## src/rtl/controle_rodadas_pkg.sv

```systemverilog
// sinfonia_pkg
// Shared definitions for the round/error tracker:
//   - estado_t : controller states (IDLE, INIT, JOGANDO, REGISTRA, FIM)
//   - RODADAS_NIVEL0 / RODADAS_NIVEL1 : rounds per game for each level
//   - W_LIMITE / W_ERROS : widths of the round index and error count
//   - ultimo_indice() : 0-based index of the last round for a level
package sinfonia_pkg;

    typedef enum logic [2:0] {
        IDLE     = 3'd0,
        INIT     = 3'd1,
        JOGANDO  = 3'd2,
        REGISTRA = 3'd3,
        FIM      = 3'd4
    } estado_t;

    localparam int RODADAS_NIVEL0 = 8;
    localparam int RODADAS_NIVEL1 = 16;
    localparam int W_LIMITE       = 4;
    localparam int W_ERROS        = 4;

    function automatic logic [W_LIMITE-1:0] ultimo_indice(input logic nivel);
        return nivel ? W_LIMITE'(RODADAS_NIVEL1 - 1) : W_LIMITE'(RODADAS_NIVEL0 - 1);
    endfunction

endpackage

```

## src/rtl/controle_rodadas_contador_sat.sv

```systemverilog
// contador_sat
// Small up-counter that stops at a ceiling instead of wrapping.
// Ports:
//   clock  - rising-edge clock
//   reset  - synchronous active-high reset (count -> 0)
//   clear  - synchronous clear (count -> 0), wins over inc
//   inc    - increment by one when below the ceiling
//   teto   - saturation ceiling
//   valor  - current count (registered)
module contador_sat
    import sinfonia_pkg::*;
#(
    parameter int W = W_ERROS
) (
    input  logic         clock,
    input  logic         reset,
    input  logic         clear,
    input  logic         inc,
    input  logic [W-1:0] teto,
    output logic [W-1:0] valor
);

    logic [W-1:0] valor_q;
    logic [W-1:0] valor_d;

    always_comb begin
        valor_d = valor_q;
        if (clear) begin
            valor_d = '0;
        end else if (inc && (valor_q < teto)) begin
            valor_d = valor_q + 1'b1;
        end
    end

    always_ff @(posedge clock) begin
        if (reset) begin
            valor_q <= '0;
        end else begin
            valor_q <= valor_d;
        end
    end

    assign valor = valor_q;

endmodule

```

## src/rtl/controle_rodadas.sv

```systemverilog
// controle_rodadas
// Sequences a game through 8 or 16 rounds and counts the player's errors
// in the current round, producing strobes for the scoring stage.
// Ports:
//   clock, reset    - clock and synchronous active-high reset
//   iniciar, nivel  - start request and level (0 = 8 rounds, 1 = 16 rounds)
//   jogada, acertou - move pulse and its correctness qualifier
//   fim_rodada      - player finished the round's sequence
//   limite          - 0-based round index
//   erros           - saturating error count for the current round
//   zera_pontos     - one-cycle score clear strobe (INIT)
//   reg_pontos      - one-cycle score load strobe (REGISTRA)
//   ultima_rodada   - current round is the last one of the latched level
//   fim_jogo        - game over (FIM)
//   estado          - current state, for debug
// Every output comes straight from a flop; flags are precomputed from the
// next-state values so they line up with the state they describe.
module controle_rodadas
    import sinfonia_pkg::*;
#(
    parameter logic [W_ERROS-1:0] MAX_ERROS = 4'd15
) (
    input  logic                clock,
    input  logic                reset,
    input  logic                iniciar,
    input  logic                nivel,
    input  logic                jogada,
    input  logic                acertou,
    input  logic                fim_rodada,
    output logic [W_LIMITE-1:0] limite,
    output logic [W_ERROS-1:0]  erros,
    output logic                zera_pontos,
    output logic                reg_pontos,
    output logic                ultima_rodada,
    output logic                fim_jogo,
    output logic [2:0]          estado
);

    estado_t               estado_q, estado_d;
    logic [W_LIMITE-1:0]   limite_q, limite_d;
    logic                  nivel_q, nivel_d;
    logic                  zera_pontos_q, zera_pontos_d;
    logic                  reg_pontos_q, reg_pontos_d;
    logic                  ultima_rodada_q, ultima_rodada_d;
    logic                  fim_jogo_q, fim_jogo_d;

    logic                  erro_inc;
    logic                  erro_clr;
    logic                  conta_erro;
    logic [W_ERROS-1:0]    erros_q;

    assign conta_erro = jogada && !acertou;

    contador_sat #(
        .W (W_ERROS)
    ) u_erros (
        .clock (clock),
        .reset (reset),
        .clear (erro_clr),
        .inc   (erro_inc),
        .teto  (4'd15),
        .valor (erros_q)
    );

    always_comb begin
        estado_d = estado_q;
        limite_d = limite_q;
        nivel_d  = nivel_q;
        erro_inc = 1'b0;
        erro_clr = 1'b0;

        case (estado_q)
            IDLE, FIM: begin
                if (iniciar) begin
                    estado_d = INIT;
                    nivel_d  = nivel;
                end
            end
            INIT: begin
                estado_d = JOGANDO;
                limite_d = '0;
                erro_clr = 1'b1;
            end
            JOGANDO: begin
                erro_inc = conta_erro;
                // The error in this cycle is counted before deciding the
                // forced close, so reaching the limit closes the round.
                if (fim_rodada ||
                    (conta_erro && (({1'b0, erros_q} + 5'd1) >= {1'b0, MAX_ERROS}))) begin
                    estado_d = REGISTRA;
                end
            end
            REGISTRA: begin
                if (ultima_rodada_q) begin
                    estado_d = FIM;
                end else begin
                    estado_d = JOGANDO;
                    limite_d = limite_q + 1'b1;
                    erro_clr = 1'b1;
                end
            end
            default: begin
                estado_d = IDLE;
            end
        endcase

        zera_pontos_d   = (estado_d == INIT);
        reg_pontos_d    = (estado_d == REGISTRA);
        fim_jogo_d      = (estado_d == FIM);
        ultima_rodada_d = (limite_d == ultimo_indice(nivel_d));
    end

    always_ff @(posedge clock) begin
        if (reset) begin
            estado_q        <= IDLE;
            limite_q        <= '0;
            nivel_q         <= 1'b0;
            zera_pontos_q   <= 1'b0;
            reg_pontos_q    <= 1'b0;
            ultima_rodada_q <= 1'b0;
            fim_jogo_q      <= 1'b0;
        end else begin
            estado_q        <= estado_d;
            limite_q        <= limite_d;
            nivel_q         <= nivel_d;
            zera_pontos_q   <= zera_pontos_d;
            reg_pontos_q    <= reg_pontos_d;
            ultima_rodada_q <= ultima_rodada_d;
            fim_jogo_q      <= fim_jogo_d;
        end
    end

    assign limite        = limite_q;
    assign erros         = erros_q;
    assign zera_pontos   = zera_pontos_q;
    assign reg_pontos    = reg_pontos_q;
    assign ultima_rodada = ultima_rodada_q;
    assign fim_jogo      = fim_jogo_q;
    assign estado        = estado_q;

endmodule

```

## config.mk

```make
export PLATFORM = sky130hd
export DESIGN_NAME = controle_rodadas
export DESIGN_NICKNAME = d
export VERILOG_FILES = /design/src/rtl/controle_rodadas_pkg.sv /design/src/rtl/controle_rodadas_contador_sat.sv /design/src/rtl/controle_rodadas.sv
export SDC_FILE = /design/constraint.sdc
export NUM_CORES = 1
export LEC_CHECK = 0
export BUFFER_PORTS_ARGS = -buffer_cell sky130_fd_sc_hd__buf_2
export CAP_MARGIN = 30
export CORE_UTILIZATION = 54
export DETAILED_ROUTE_END_ITERATION = 8
export PLACE_DENSITY_LB_ADDON = 0.12
export SLEW_MARGIN = 30
export SYNTH_ARGS = -nofsm -noshare
export SYNTH_HDL_FRONTEND = slang
export SYNTH_SLANG_ARGS = --single-unit
```

## constraint.sdc

```tcl
create_clock -name clock -period 4.23 [get_ports clock]
set_input_delay 0.2115 -clock clock [delete_from_list [all_inputs] [get_ports clock]]
set_output_delay 0.2115 -clock clock [all_outputs]
set_load 0.02 [all_outputs]
```

==> reports/metrics.cfg <==
[run_status]
run_status=finished, final reports clean

[clocking]
cts_root_buf=clkbuf_4
cts-hold-fix-buffers=0
cts.htree.levels=1
post_cts.repair.setup_buffers=0
numCtsBuffers=3
numClockSinks=16
insertion_delay_ns=0.28
cts.clk_slew.worst_paths_ns=0.09
tritoncts=built
post_cts.resized_instances=0
clock_tree.buffer_depth=2

[setup_path]
worstReg2RegStart=estado[0]
cp-start-kind=register
end_kind=register
reg2reg_slack_ns=2.54
reg2reg_depth=4
worst-path-max-fanout=12
regToRegEndpoint=ultima_rodada
critical_path_arrival_ns=1.92
criticalPathCategory=register to register
critPathLaunch=estado[0]
critical_path.endpoint=ultima_rodada
worstPathRequired_ns=4.46

[timing]
clock_skew_ns=0.00123
final_period_minus_worst_setup_slack_ns=1.69
setup_slack_ns=2.54
grt_setup_unrepaired=no
finalSetupViolations=0
fin_setup_tns_ns=0
finalMaxSlewViolations=0
finalHoldViolations=0
period_share_pct=40.0
slew-limit-headroom_pct=70.6
fmax_mhz=592
worstMarginPinSlew_ns=0.440

[grt]
grt_pass1_vias=623
grt_first_pass_wirelength_microns=2800
antenna_found_initial=0
pin_count_of_the_biggest_net_entering_global_routing=15
groute.usage.overall_pct=20.8
grt_overflow=0

[yosys]
ys_warn_count=0
synth_enable_flop_cells=0
ys_async_sr_fraction_pct=0
yosys_most_used_dff=dfxtp_1
postSynthNetCount=103
synthesis.area_sq_um=846
syn_avg_cell_area_sq_um=9.09
synth.lib_cells_used.distinct=40
yosysSeqAreaShare_pct=37.9
yosys_register_bits=16
postSynthCellCount=93

[detailed_routing]
overall_routed_net_length_microns=1730
detail_route.iter0.violations=10
vias=750
drt_first_pass_iters=4
drt-vias-per-instance=5.81
ant_nets=0
avgRoutedWirePerCell_microns=13.4
number_of_design_rule_violations_left_after_detail_routing=0

[placement]
preCtsSetupSlack_ns=2.60
placement.io_buffers=21
finalWeightedCongestion=0.897
place.detailed.hpwl_microns=1250
dp.cells=126

[die]
rows=13
initial_utilization_pct=61.2
dieWidth_microns=41.6
placeableCoreArea_sq_mm=0.00138
num_io_pins=22
die_height_microns=41.6
dieArea_sq_mm=0.00173

[layout]
postLayoutCoreUtil_pct=70.6
layoutNonFillerInstCount=129
antenna_cells=0
final_nets=126
layout-drive-gt1-share_pct=26.3
most_common_cell_after_layout_fill_and_taps_aside=buf_2
most-common-layout-cells=21 x buf_2, 16 x dfxtp_1, 12 x nor2_1
syn_to_final_growth_pct=15.4

[worst_hold_path]
min_path_type=input port to register
min_delay_path_depth=3
min_delay_src=nivel

[power_and_ir_drop]
vdd_drop_max_mv=0.167
power.total_mw=0.269
power_per_cell_area_mw_per_mm2=276
p_leak_nw=0.420

[run]
max_cap_violations=0

-- per-layer routing --
layer	wire length, microns	vias up	global-route usage (%)
li1	-	379	-
met1	861	341	31.3
met2	740	27	29.1
met3	110	3	2.61
met4	19	0	9.68
met5	0	-	0
-- worst min-delay path by stage --
stage	end	slack (ns)
2_1_floorplan	estado[1]	0.30
3_3_place_gp	nivel_q	0.49
3_5_place_dp	nivel_q	0.49
4_1_cts	nivel_q	0.22
5_1_grt	fim_jogo	0.25
6_report	nivel_q	0.21
-- sequential cells by signal, indices dropped and copies added (netlist names) --
signal and count:
estado 3, fim_jogo 1, limite 4, nivel_q 1, reg_pontos 1, u_erros.valor 4
ultima_rodada 1, zera_pontos 1
-- worst max-delay path, stage by stage, from the launching register on --
cell and delay [ns]:
dfxtp_1 0.60, nand2b_4 0.12, or4b_1 0.55, a31oi_2 0.21, o211a_1 0.16
-- where the power goes --
| part | switching [mW] | total (mW) | internal, mW |
|---|---|---|---|
| Combinational | 0.0165 | 0.0297 | 0.0132 |
| Clock | 0.0454 | 0.0784 | 0.0331 |
| Sequential | 0.00661 | 0.161 | 0.154 |
-- cell usage after synthesis (2+ instances only) --
cell       number  area share, %
or4b_1          2            2.4
mux2i_1         3            3.6
nand4_1         2            1.5
xor2_1          3            3.1
ha_1            3            4.4
and2_1          2            1.5
a21oi_1         5            3.0
nand2_1         8            3.6
and3_1          3            2.2
dfxtp_1        16             38
nand4bb_1       2            2.7
nor2_1         12            5.3
nor2b_1         2            1.5
nand3_1         4            2.4
-- kinds of logic after synthesis --
| logic type | Yosys count | share of synthesized area, % |
|---|---|---|
| compound gates | 15 | 12.7 |
| fa+ha+maj | 3 | 4.44 |
| xor+xnor | 4 | 4.14 |
| simple gates | 47 | 33.6 |
| flops | 16 | 37.9 |
| mux | 4 | 4.88 |
| buf+inv | 4 | 2.37 |
-- through the flow --
step | hold slack, ns | area (sq um)
4_1_cts | 0.217 | 976
3_3_place_gp | 0.490 | 953
2_1_floorplan | 0.296 | 846
3_5_place_dp | 0.493 | 953
5_1_grt | 0.249 | 976
6_report | 0.213 | 976
-- final cells by class --
cell class	instances	area [sq um]
multi-input combinational	73	505
fill	126	407
sequential	16	320
timing repair buffer	21	105
clock buffer	3	22.5
tap	15	18.8
inverter	1	3.75
No activity file was read; power rests on OpenSTA's default activity.
